`src/rtl/sprite_mem_arbiter.sv`:
```
// sprite_mem_arbiter
//   Shares the single-port sprite image BRAM between the VGA pixel-fetch path
//   (fixed latency, priority) and the host bus read/write port (req/ack).
//   Host accesses are slotted into cycles without a pixel fetch. If the host
//   has waited MAX_WAIT cycles, a host slot is forced and that pixel slot is
//   returned as a miss with the same fixed latency.
//
// Ports
//   clk, rst_n                 pixel clock, asynchronous active-low reset
//   pix_req/pix_addr           pixel fetch request
//   pix_valid/pix_data/pix_miss  pixel return, 1+BRAM_LATENCY cycles later
//   host_req/host_we/host_addr/host_wdata  host request, held until host_ack
//   host_ack                   pulse: request accepted at this edge
//   host_rvalid/host_rdata     pulse: host read data
//   mem_addr/mem_din/mem_we    registered BRAM controls
//   mem_dout                   BRAM read data, BRAM_LATENCY after mem_addr
//   starved/starved_clr        sticky forced-grant flag and its clear
module sprite_mem_arbiter #(
  parameter int ADDR_W       = 14,
  parameter int DATA_W       = 12,
  parameter int BRAM_LATENCY = 2,
  parameter int MAX_WAIT     = 255
) (
  input  logic              clk,
  input  logic              rst_n,
  input  logic              pix_req,
  input  logic [ADDR_W-1:0] pix_addr,
  output logic              pix_valid,
  output logic [DATA_W-1:0] pix_data,
  output logic              pix_miss,
  input  logic              host_req,
  input  logic              host_we,
  input  logic [ADDR_W-1:0] host_addr,
  input  logic [DATA_W-1:0] host_wdata,
  output logic              host_ack,
  output logic              host_rvalid,
  output logic [DATA_W-1:0] host_rdata,
  output logic [ADDR_W-1:0] mem_addr,
  output logic [DATA_W-1:0] mem_din,
  output logic              mem_we,
  input  logic [DATA_W-1:0] mem_dout,
  output logic              starved,
  input  logic              starved_clr
);

  typedef enum logic [1:0] {TAG_NONE, TAG_PIX, TAG_MISS, TAG_HRD} tag_t;

  // A forced host read shares its slot with the dropped pixel (tag MISS),
  // so the host-read return is carried as its own bit next to the tag.
  typedef struct packed {
    tag_t tag;
    logic host_rd;
  } slot_t;

  typedef enum logic {H_IDLE, H_RD} host_state_t;

  localparam int STAGES = 1 + BRAM_LATENCY;
  localparam int WAIT_W = $clog2(MAX_WAIT + 1);
  localparam logic [WAIT_W-1:0] WAIT_MAX = WAIT_W'(MAX_WAIT);

  host_state_t       state;
  logic [WAIT_W-1:0] wait_cnt;
  slot_t             pipe [STAGES];

  logic  eligible;
  logic  force_grant;
  logic  pix_grant;
  logic  host_grant;
  slot_t issue;
  slot_t retire;

  assign eligible    = (state == H_IDLE) && host_req;
  assign force_grant = eligible && (wait_cnt == WAIT_MAX);
  assign pix_grant   = pix_req && !force_grant;
  assign host_grant  = eligible && (force_grant || !pix_req);
  assign retire      = pipe[STAGES-1];

  // NOTE: every variable written in always_comb gets a default first, so no
  // path leaves it unassigned and no latch is inferred.
  always_comb begin
    issue = '0;
    if (pix_grant) begin
      issue.tag = TAG_PIX;
    end else if (host_grant) begin
      issue.host_rd = !host_we;
      if (pix_req)       issue.tag = TAG_MISS;
      else if (!host_we) issue.tag = TAG_HRD;
      else               issue.tag = TAG_NONE;
    end
  end

  // NOTE: sequential state uses non-blocking assignments only, so every flop
  // samples the pre-edge values regardless of statement order.
  always_ff @(posedge clk or negedge rst_n) begin
    if (!rst_n) begin
      state       <= H_IDLE;
      wait_cnt    <= '0;
      // The tag pipe is reset (unlike a data RAM) so an in-flight read
      // cannot produce a return after reset.
      for (int i = 0; i < STAGES; i++) pipe[i] <= '0;
      pix_valid   <= 1'b0;
      pix_data    <= '0;
      pix_miss    <= 1'b0;
      host_ack    <= 1'b0;
      host_rvalid <= 1'b0;
      host_rdata  <= '0;
      mem_addr    <= '0;
      mem_din     <= '0;
      mem_we      <= 1'b0;
      starved     <= 1'b0;
    end else begin
      pipe[0] <= issue;
      for (int i = 1; i < STAGES; i++) pipe[i] <= pipe[i-1];

      // BRAM port: mem_addr/mem_din hold when nothing is granted.
      mem_we <= 1'b0;
      if (pix_grant) begin
        mem_addr <= pix_addr;
      end else if (host_grant) begin
        mem_addr <= host_addr;
        mem_din  <= host_wdata;
        mem_we   <= host_we;
      end
      host_ack <= host_grant;

      // Returns, one cycle each, from the last tag stage.
      pix_valid   <= (retire.tag == TAG_PIX) || (retire.tag == TAG_MISS);
      pix_miss    <= (retire.tag == TAG_MISS);
      pix_data    <= (retire.tag == TAG_PIX) ? mem_dout : '0;
      host_rvalid <= retire.host_rd;
      host_rdata  <= retire.host_rd ? mem_dout : '0;

      // Host FSM: at most one read outstanding; writes stay in H_IDLE.
      case (state)
        H_IDLE: if (host_grant && !host_we) state <= H_RD;
        H_RD:   if (retire.host_rd)         state <= H_IDLE;
        default:                            state <= H_IDLE;
      endcase

      if (host_grant || !host_req) wait_cnt <= '0;
      else if (eligible && (wait_cnt != WAIT_MAX)) wait_cnt <= wait_cnt + WAIT_W'(1);

      // Set wins over clear.
      if (force_grant)      starved <= 1'b1;
      else if (starved_clr) starved <= 1'b0;
    end
  end

endmodule

```
`config.mk`:
```
export PLATFORM = sky130hd
export DESIGN_NAME = sprite_mem_arbiter
export DESIGN_NICKNAME = d
export VERILOG_FILES = /design/src/rtl/sprite_mem_arbiter.sv
export SDC_FILE = /design/constraint.sdc
export NUM_CORES = 1
export LEC_CHECK = 0
export BUFFER_PORTS_ARGS = -buffer_cell sky130_fd_sc_hd__buf_2
export CAP_MARGIN = 0
export CELL_PAD_IN_SITES_DETAIL_PLACEMENT = 1
export CELL_PAD_IN_SITES_GLOBAL_PLACEMENT = 1
export CORE_MARGIN = 5
export CORE_UTILIZATION = 39
export DETAILED_ROUTE_END_ITERATION = 7
export PLACE_DENSITY_LB_ADDON = 0.1
export SLEW_MARGIN = 20
export SYNTH_ARGS = -nofsm -noshare
export SYNTH_HDL_FRONTEND = slang
export SYNTH_SLANG_ARGS = --single-unit
```
`constraint.sdc`:
```
create_clock -name clk -period 3.2 [get_ports clk]
set_clock_uncertainty 0.2 [all_clocks]
set_input_delay 0 -clock clk [delete_from_list [all_inputs] [get_ports clk]]
set_output_delay 0 -clock clk [all_outputs]
set_load 0.01 [all_outputs]
```
# Word-level counts from Yosys, hierarchy flattened
# Cells that the tools add are included.
# op_classes
mux	18
bitwise_logic	2
n_reduce_logical	17
addsub	1
eq_ne	4
# op_table
cell	n
14-bit 2-to-1 mux	2
12-bit 2-to-1 mux	2
8-bit 2-to-1 mux	2
8-bit by 1-bit adder with 8-bit output, second input constant	1
8-bit equality test, second input constant	1
8-bit != test, second input constant	1
1-bit 2-to-1 mux	7
1-bit logical AND	6
2-bit 2-to-1 mux	3
2-bit nonzero test	3
1-bit logical NOT	4
1-bit logical OR	3
3-bit 2-to-1 mux	1
2-bit by 1-bit equality test with 1-bit output, second input constant	1
2-bit equality test, second input constant	1
1-bit NOT	2
1-bit case mux with 2 select lines	1
2-bit AND reduction	1
# word_totals
elab_cells	60
output_inout_bits	56
reg_bits	74
inputBits	58

# Longest topological paths before layout
# Gate-level depths: netlist of the first run.
# logic_depth
word_depth	8
ltp_mapped	7
mapped_depth_nobuf	5

# Worst setup path after synthesis of the first run
# Ideal clock, no wire load.
# synth_path
kind	register to register
from	reg wait_cnt[0]
to	reg mem_din[1]
slack_ns	1.302
path_stages_with_launch	8
setup_ns	0.125
arrival_ns	1.572
synth_period_minus_slack_ns	1.898
t_required_ns	2.875
n_path_buf	2
path_cell_list	dfrtp_1 > ha_1 > and3_1 > nand2_1 > a21o_1 > buf_6 > buf_6 > mux2_4
# synth_between
elab_chain_len	6
elab_cells_between_ends	8
classes_between	eq/ne: 1; bitwise: 1; reduce/logical: 6
# synth_rtl
item	line_no	source
from (decl)	62	logic [WAIT_W-1:0] wait_cnt;
from (signal assigned)	141	else if (eligible && (wait_cnt != WAIT_MAX)) wait_cnt <= wait_cnt + WAIT_W'(1);
8-bit equality test *	73	assign force_grant = eligible && (wait_cnt == WAIT_MAX);
1-bit logical AND *	73	
1-bit logical NOT	74	assign pix_grant = pix_req && !force_grant;
1-bit logical AND	74	
1-bit NOT (no line)	n/a	
2-bit AND reduction (no line) *	n/a	
to (signal assigned)	121	mem_din <= host_wdata;
to (decl)	39	output logic [DATA_W-1:0] mem_din,
# Every way passes the cells marked *; elsewhere a longest branch is shown, timed or not.
# A chain may end at the register's enable or synchronous reset.

# Final worst setup path of the first run
# layout_path
from	reg wait_cnt[1]
to	reg mem_addr[11]
# layout_between
elab_chain_len	5
elab_cells_between_ends	8
classes_between	eq/ne: 1; mux: 1; reduce/logical: 6
# layout_rtl
item	line_no	source
8-bit equality test *	73	
1-bit logical AND *	73	
1-bit logical NOT / 1-bit logical OR (equally long branches)	74, 75	
1-bit logical AND, on equally long branches	74, 75	
14-bit 2-to-1 mux / 2-bit nonzero test (equally long branches)	n/a	
to (signal assigned)	118	mem_addr <= pix_addr;
to (signal assigned)	120	mem_addr <= host_addr;
to (decl)	38	output logic [ADDR_W-1:0] mem_addr,
# Marks and branches as above.

==> results.toml, run 1 <==
[power]
seq_power_share = 0.504
net-switching-power_mw = 0.450
post-layout-total-power_mw = 1.93
power.share.switching = 0.233
power_leakage_nw = 2.27
power.ir.vdd_worst_mv = 0.253
power_frac_clock = 0.392
total_internal_power_mw = 1.48
powerDensity_nw_per_um2 = 443
power.combinational.fraction = 0.104

[setup_path]
critical_path.reg2reg.endpoint = "mem_addr[11]"
worst_setup_path_start_kind = "flip-flop"
worstPathMaxFanout = 16
cp.required_ns = 3.22
depth_of_the_worst_register_to_register_path = 6
path_class = "flip-flop to flip-flop"
critical_path_capture_point_type = "flip-flop"
rr_startpoint = "wait_cnt[1]"
critical_path.max_stage_delay_ns = 0.58
timing.critical_path.cells = "ha_1 > and3_1 > nand3_1 > nand2_1 > a31oi_1 > dlygate4sd3_1"
setup.worst_path.start = "wait_cnt[1]"
timing.reg2reg.setup_slack_ns = 0.47
endpoint = "mem_addr[11]"
cpMaxStageDelayCell = "dlygate4sd3_1"
timing.critical_path.arrival_ns = 2.76

[synthesis]
postSynth.topFlopCell = "dfrtp_1"
synth_async_sr_flop_share = 1.00
yosys.cell_count.top_type = "dfrtp_1"
netlist-cell-type-count = 28
syn_area_per_cell_um2 = 11.5
fraction_of_synthesized_cell_area_taken_by_the_top_area_cell_type = 0.627
syn_area_um2 = 2950
synth.net_count = 317
synth_edf_count = 0
ys_top_cells_by_count = "dfrtp_1, nand2_1, and2_1, a31oi_1, a211oi_1"
ys_seq_area_frac = 0.627
ys_ff_latch = 74
netlist_top_cells_area = "dfrtp_1, and2_1, nand2_1, a31oi_1, a211oi_1"
post-synth-top-area-cell = "dfrtp_1"
yosys_warnings = 0
postSynthCellCount = 256

[die]
die_w_um = 97.0
die_h_um = 97.0
rows = 31
io_pins = 114
die_area_um2 = 9410
initial_standard_cell_utilization_of_the_core = 0.403
core_area_um2 = 7330

[route]
vias_per_cell = 4.74
detailedRoute.firstPassIterationCount = 4
dr_total_vias = 2497
drtIter0Drc = 47
antenna_violating_nets_left = 0
routed_wire_length_per_instance_um = 15.3
finalWirelength_mm = 8.08
detail_route.drc_violations = 0

[sta]
fin_setup_tns_ns = 0
finalCritPeriodShare = 0.855
rsz0062_at_grt = "no"
worst_pin_slew_ns = 0.914
max_freq_mhz = 366
period_minus_slack_ns = 2.73
hold_violation_total_from_the_final_report = 0
worst_slew_margin_rel = 0.391
whs_ns = 0.133
final.setup.worst_slack_ns = 0.465
finalMaxSlewViolations = 0
final-setup-viol-count = 0

[flow_run]
cap_viol_max_count = 0

[clock_tree]
clock_path_buffers = 2
cts.reportedPaths.clkPinSlew_ns = 0.08
htree_levels = 3
clk_latency_ns = 0.33
cts_sinks = 74
clock-root-buffer = "clkbuf_8"
cts_tree = "yes"
post_cts_resize_count = 0
numCtsBuffers = 9

[grt]
grt_pass1_vias = 2858
grt_pass1_wl_mm = 13.7
gr-total-overflow = 0
groute.usage.overall = 0.178
largest_net_degree_at_the_start_of_global_routing = 75
grt_antenna_before_repair = 0

[cells_and_area]
finalNonFillerCells = 527
insertedDiodeCount = 0
areaGrowthSynthToFinish_pct = 47.4
design.final.nets = 484
nFillCells = 816
drive_gt1_frac = 0.334

[place]
dp.cells = 454
port-buffer-count = 113
place_worst_setup_slack_ns = 0.903
place_congestion = 0.746
post-dp-hpwl_mm = 5.27

[run_status]
outcome = "finished, final reports clean"

[hold_path]
hold_path_class = "input pin to asynchronous set/reset pin"
## layout make-up
type,instances,area (um^2),share of cell area
timing repair buffer,171,1150,0.263
clock inverter,5,60.1,0.0138
sequential,74,1850,0.425
multi-input combinational,158,988,0.227
clock buffer,11,151,0.0348
tap,99,124,0.0284
inverter,9,33.8,0.00776
## kinds of logic after synthesis
group / after synthesis / share of synthesized area
flops: 74 / 0.627
simple gates: 95 / 0.163
compound gates: 47 / 0.103
mux: 13 / 0.0559
buf+inv: 24 / 0.0385
fa+ha+maj: 3 / 0.0127
## worst min-delay path by stage
stage          depth (start not counted)   startpoint          end  slack (ns)
5_1_grt                                0      pipe[8]      pipe[5]        0.16
2_1_floorplan                          0        rst_n     host_ack       -0.50
3_5_place_dp                           1        rst_n  pix_data[4]      -0.007
6_report                               2        rst_n  pix_data[8]        0.13
3_3_place_gp                           2  starved_clr      starved      -0.008
4_1_cts                                2        rst_n  pix_data[4]        0.16
## power by group through the flow
stage                     Sequential [mW]  Combinational, mW  Clock, mW
after floorplan                      1.00             0.0347          0
after global placement              0.990              0.135          0
after detailed placement            0.991              0.138          0
after CTS                           0.972              0.202      0.777
after global routing                0.975              0.224      0.820
final                               0.972              0.202      0.756
## placed cells by master (no fill, tap or decap)
master           n
and4_1           1
nor2b_1          1
nor2_1           5
nand2_1         40
nor3_1           1
o22ai_1          1
clkinv_2         1
buf_2          112
and2_1          39
a31oi_1         17
clkinvlp_4       1
dfrtp_1         74
inv_1            9
a21oi_1          4
o21ai_0          7
dlygate4sd3_1   57
nand3b_1         1
a211oi_1        14
ha_1             3
a211o_1          1
buf_4            2
nand4_1          1
inv_6            2
o31ai_1          1
mux2_4           5
a21o_1           1
and3_1           3
a22o_1           1
nand3_1          3
bufinv_16        1
mux2_2           8
clkbuf_8        11
## layer usage
layer,wire length (um),vias up,GRT usage
met5,0,-,0
met4,106,0,0.0583
met3,521,10,0.0482
met2,4210,72,0.319
met1,3240,1218,0.206
li1,-,1197,-
## sequential cells by signal, summed over array words and instances, names as in the netlist
signal,count
pipe,9
state,1
starved,1
host_rvalid,1
wait_cnt,8
pix_valid,1
pix_data,12
host_ack,1
host_rdata,12
mem_addr,14
pix_miss,1
mem_we,1
mem_din,12
## critical path: cells and delay by family (launching register included)
family | cells | cell delay [ns]
adders and majority gates | 1 | 0.28
and+or+nand+nor | 3 | 1.05
buffers and inverters | 1 | 0.58
AOI/OAI and AO/OA | 1 | 0.10
DFF | 1 | 0.40
## through the flow
stage | instance area (um^2) | util
after floorplan | 2950 | -
after global routing | 4360 | 0.594
final | 4360 | 0.594
after global placement | 3570 | 0.487
after detailed placement | 3570 | 0.487
after CTS | 4360 | 0.594
## repair_timing
item	in CTS	in global routing
endpoints found under the setup margin	0	0
endpoints found under the hold margin	135	0
hold buffers	57	0
buffers inserted	0	0
Power figures use the tool's default switching activity.
==> run 2: changes to the inputs <==
- REMOVE_ABC_BUFFERS: default -> 1
- clock period: 3.2 -> 3.4 ns (I/O delays scaled with it)
==> results.toml, run 2 (synthesis results as in run 1) <==
[power]
net-switching-power_mw = 0.433
powerDensity_nw_per_um2 = 411
seq_power_share = 0.513
power.share.switching = 0.243
power_frac_clock = 0.380
power.ir.vdd_worst_mv = 0.236
power_leakage_nw = 2.25
power.combinational.fraction = 0.107
total_internal_power_mw = 1.35

[setup_path]
worst_setup_path_start_kind = "flip-flop"
worstPathMaxFanout = 15
timing.critical_path.arrival_ns = 2.76
path_class = "flip-flop to flip-flop"
critical_path_capture_point_type = "flip-flop"
cp.required_ns = 3.49

[sta]
finalMaxSlewViolations = 0
hold_violation_total_from_the_final_report = 0
period_minus_slack_ns = 2.67
worst_slew_margin_rel = 0.394
worst_pin_slew_ns = 0.908
rsz0062_at_grt = "no"
max_freq_mhz = 375
finalCritPeriodShare = 0.785
final-setup-viol-count = 0
final.setup.worst_slack_ns = 0.730
fin_setup_tns_ns = 0

[route]
m1WireLength_mm = 3.38
detail_route.drc_violations = 0
routed_wire_length_per_instance_um = 15.7
drtIter0Drc = 37
detailedRoute.firstPassIterationCount = 4
top_layer_used = "met4"
dr_total_vias = 2536
dr_wl_met2_mm = 4.33
finalWirelength_mm = 8.29
antenna_violating_nets_left = 0
dr_wl_met3_um = 448
vias_per_cell = 4.81

[cells_and_area]
final_common_cell = "buf_2"
sequential_cell_area_um2 = 1850
drive_gt1_frac = 0.334
finalNonFillerCells = 527
insertedDiodeCount = 0
footprint_of_the_multi_input_gates_um2 = 988
max_reg_flops = 14
nFillCells = 821
design.final.nets = 484
areaGrowthSynthToFinish_pct = 46.8
mostFrequentLayoutCells = "buf_2, dfrtp_1, dlygate4sd3_1"
postLayoutCoreUtil = 0.591
top_register = "mem_addr"

[grt]
grt_pass1_wl_mm = 13.8
gr-total-overflow = 0
groute.usage.overall = 0.185
grt_pass1_vias = 2732
grt_antenna_before_repair = 0
largest_net_degree_at_the_start_of_global_routing = 75

[clock_tree]
clock_path_buffers = 2
cts_tree = "yes"
cts_sinks = 74
post_cts_resize_count = 0
cts.reportedPaths.clkPinSlew_ns = 0.08
clock-root-buffer = "clkbuf_8"
cts_setup_buffers = 0
numCtsBuffers = 9
clk_latency_ns = 0.34
htree_levels = 3

[die]
core_area_um2 = 7330
die_area_um2 = 9410
rows = 31
die_w_um = 97.0
initial_standard_cell_utilization_of_the_core = 0.403
die_h_um = 97.0
io_pins = 114

[hold_path]
hold_path_class = "input pin to flip-flop"

[flow_run]
cap_viol_max_count = 0

[place]
dp.cells = 455
port-buffer-count = 113
place_worst_setup_slack_ns = 1.11
place_congestion = 0.766
post-dp-hpwl_mm = 5.13

[run_status]
outcome = "finished, final reports clean"
run 2: cell types whose count changed in the layout (fill, tap and decap cells not counted):
cell | before | now
buf_4 | 2 | 3
clkbuf_1 | 0 | 1
clkbuf_8 | 11 | 9
clkinvlp_4 | 1 | 3
dlygate4sd3_1 | 57 | 56
inv_6 | 2 | 1
run 2: final timing paths:
kind / start / end / slack (ns) / depth (start not counted)
setup / recovery: wait_cnt[0] / mem_addr[0] / 0.73 / 6
hold reg to reg: pipe[4] / pipe[1] / 0.15 / 0
setup reg to reg: wait_cnt[0] / mem_addr[0] / 0.73 / 6
min in group asynchronous: rst_n / pix_data[4] / 0.14 / 2
max in group asynchronous: rst_n / mem_addr[7] / 2.28 / 2
hold / removal: pix_req / wait_cnt[2] / 0.01 / 5
run 2: metal layers:
metal  global-route usage  vias to the layer above
li1                     -                     1191
met4               0.0713                        0
met3               0.0475                       11
met5                    0                        -
met1                0.220                     1256
met2                0.319                       78
run 2: stage by stage:
stage | area (um^2) | hold WS, ns | total power [mW]
CTS | 4340 | 0.0134 | 1.80
finish | 4340 | 0.0137 | 1.78
detailed placement | 3580 | -0.00250 | 1.06
global placement | 3580 | -0.0108 | 1.06
floorplan | 2870 | -0.496 | 0.971
global route | 4340 | 0.0357 | 1.87
run 2: final cells by class:
type                       instances  area share
sequential                        74       0.427
timing repair buffer             171       0.264
multi-input combinational        158       0.228
clock buffer                      10      0.0294
tap                               99      0.0286
clock inverter                     6      0.0153
inverter                           9     0.00779
run 2: power by group through the flow:
stage / clock [mW] / combinational [mW] / sequential, mW
floorplan: 0 / 0.0276 / 0.943
global placement: 0 / 0.128 / 0.933
detailed placement: 0 / 0.131 / 0.933
CTS: 0.693 / 0.190 / 0.916
global route: 0.742 / 0.211 / 0.919
finish: 0.677 / 0.191 / 0.916
run 2: critical path: stages, from the launching register on:
cell and delay [ns]:
dfrtp_1 0.40, ha_1 0.27, and3_1 0.25, and3_1 0.58
nand2_1 0.15, a31oi_1 0.21, dlygate4sd3_1 0.56
run 2: repair_timing:
item / 4_1_cts / 5_1_grt
hold buffers: 56 / 0
endpoints found under the setup margin: 0 / 0
hold endpoints to repair: 135 / 0
==> run 3: changes to the inputs <==
- CORE_UTILIZATION: 39 -> 33
- clock period: 3.4 -> 2.3 ns (I/O delays scaled with it)
==> results.toml, run 3 (synthesis results as in run 1) <==
[setup_path]
depth_of_the_worst_register_to_register_path = 6
timing.reg2reg.setup_slack_ns = 0.27
worst_setup_path_start_kind = "flip-flop"
cp.required_ns = 2.33
critical_path.reg2reg.endpoint = "mem_din[9]"
critical_path_capture_point_type = "flip-flop"
setup.worst_path.start = "wait_cnt[0]"
worstPathMaxFanout = 16
timing.critical_path.arrival_ns = 2.06
path_class = "flip-flop to flip-flop"
rr_startpoint = "wait_cnt[0]"

[place]
post-dp-hpwl_mm = 5.22
port-buffer-count = 113
place_congestion = 0.735

[clock_tree]
numCtsBuffers = 9
clk_latency_ns = 0.34
htree_levels = 3
cts.reportedPaths.clkPinSlew_ns = 0.09
cts_tree = "yes"
clock_path_buffers = 2
cts_sinks = 74
cts_setup_buffers = 0
clock-root-buffer = "clkbuf_8"

[power]
power.ir.vdd_worst_mv = 0.452
power.combinational.fraction = 0.096
seq_power_share = 0.484
net-switching-power_mw = 0.656
powerDensity_nw_per_um2 = 628
total_internal_power_mw = 2.14
power.share.switching = 0.235
power_leakage_nw = 2.33
power_frac_clock = 0.419

[cells_and_area]
design.final.nets = 492
postLayoutCoreUtil = 0.510
areaGrowthSynthToFinish_pct = 50.7
max_reg_flops = 14
final_common_cell = "buf_2"
mostFrequentLayoutCells = "buf_2, dfrtp_1, dlygate4sd3_1"
insertedDiodeCount = 0
top_register = "mem_addr"
drive_gt1_frac = 0.346

[route]
finalWirelength_mm = 8.49
top_layer_used = "met4"
detail_route.drc_violations = 0
dr_wl_met3_um = 618
vias_per_cell = 4.66
detailedRoute.firstPassIterationCount = 4
dr_total_vias = 2533
antenna_violating_nets_left = 0
m1WireLength_mm = 3.26
routed_wire_length_per_instance_um = 15.6
drtIter0Drc = 54
dr_wl_met2_mm = 4.48

[grt]
grt_pass1_wl_mm = 14.0
gr-total-overflow = 0
grt_antenna_before_repair = 0
largest_net_degree_at_the_start_of_global_routing = 75
groute.usage.overall = 0.158
grt_pass1_vias = 2792

[sta]
final-setup-viol-count = 0
fin_setup_tns_ns = 0
worst_pin_slew_ns = 0.929
max_freq_mhz = 492
worst_slew_margin_rel = 0.381
finalMaxSlewViolations = 0
rsz0062_at_grt = "no"
whs_ns = 0.114
period_minus_slack_ns = 2.03
finalCritPeriodShare = 0.883
hold_violation_total_from_the_final_report = 0

[flow_run]
cap_viol_max_count = 0

[die]
die_w_um = 105
core_area_um2 = 8720
io_pins = 114
die_area_um2 = 10900
initial_standard_cell_utilization_of_the_core = 0.339
die_h_um = 105
rows = 34

[run_status]
outcome = "finished, final reports clean"

[hold_path]
hold_path_class = "input pin to asynchronous set/reset pin"
[run 3: cell type report]
class / instances / area [um^2]
clock buffers: 10 / 138
multi-input cells: 158 / 988
fillers: 997 / 4270
well taps: 108 / 135
inverters: 9 / 33.8
repair buffers: 179 / 1210
clock inverters: 6 / 97.6
flip-flops and latches: 74 / 1850
[run 3: worst max-delay path by stage]
stage | slack [ns] | end | cells past startpoint
CTS | 0.26 | mem_din[0] | 6
detailed placement | 0.28 | mem_din[0] | 6
floorplan | 0.26 | mem_din[0] | 5
global route | 0.17 | mem_din[8] | 6
finish | 0.27 | mem_din[9] | 6
global placement | 0.32 | mem_din[9] | 6
[run 3: critical path, stage by stage, from the launching register on]
cell and delay, ns:
dfrtp_1 0.42, ha_1 0.28, and3_1 0.21, nand2_1 0.08
a21o_1 0.11, buf_4 0.24, mux2_2 0.36
[run 3: metal layers]
metal / GRT usage / up-vias
met1: 0.179 / 1230
met2: 0.279 / 77
li1: - / 1214
met4: 0.0484 / 0
met3: 0.0586 / 12
met5: 0 / -
[run 3: power by group through the flow]
stage / Clock [mW] / Combinational, mW / Sequential (mW)
3_5_place_dp: 0 / 0.194 / 1.38
3_3_place_gp: 0 / 0.190 / 1.38
2_1_floorplan: 0 / 0.0408 / 1.39
6_report: 1.17 / 0.268 / 1.35
5_1_grt: 1.27 / 0.298 / 1.36
4_1_cts: 1.22 / 0.270 / 1.35
[run 3: stage by stage]
step	instance area, um^2	cells	power [mW]	setup WS [ns]
after floorplan	2870	241	1.44	0.259
after global placement	3640	471	1.57	0.324
after detailed placement	3640	471	1.57	0.281
after CTS	4450	544	2.84	0.260
after global routing	4450	544	2.93	0.170
final	4450	544	2.79	0.268
[run 3: what timing repair did]
item / in CTS / in global routing
hold buffers: 57 / 0
endpoints found under the hold margin: 136 / 0
gates resized for setup: 0 / 0
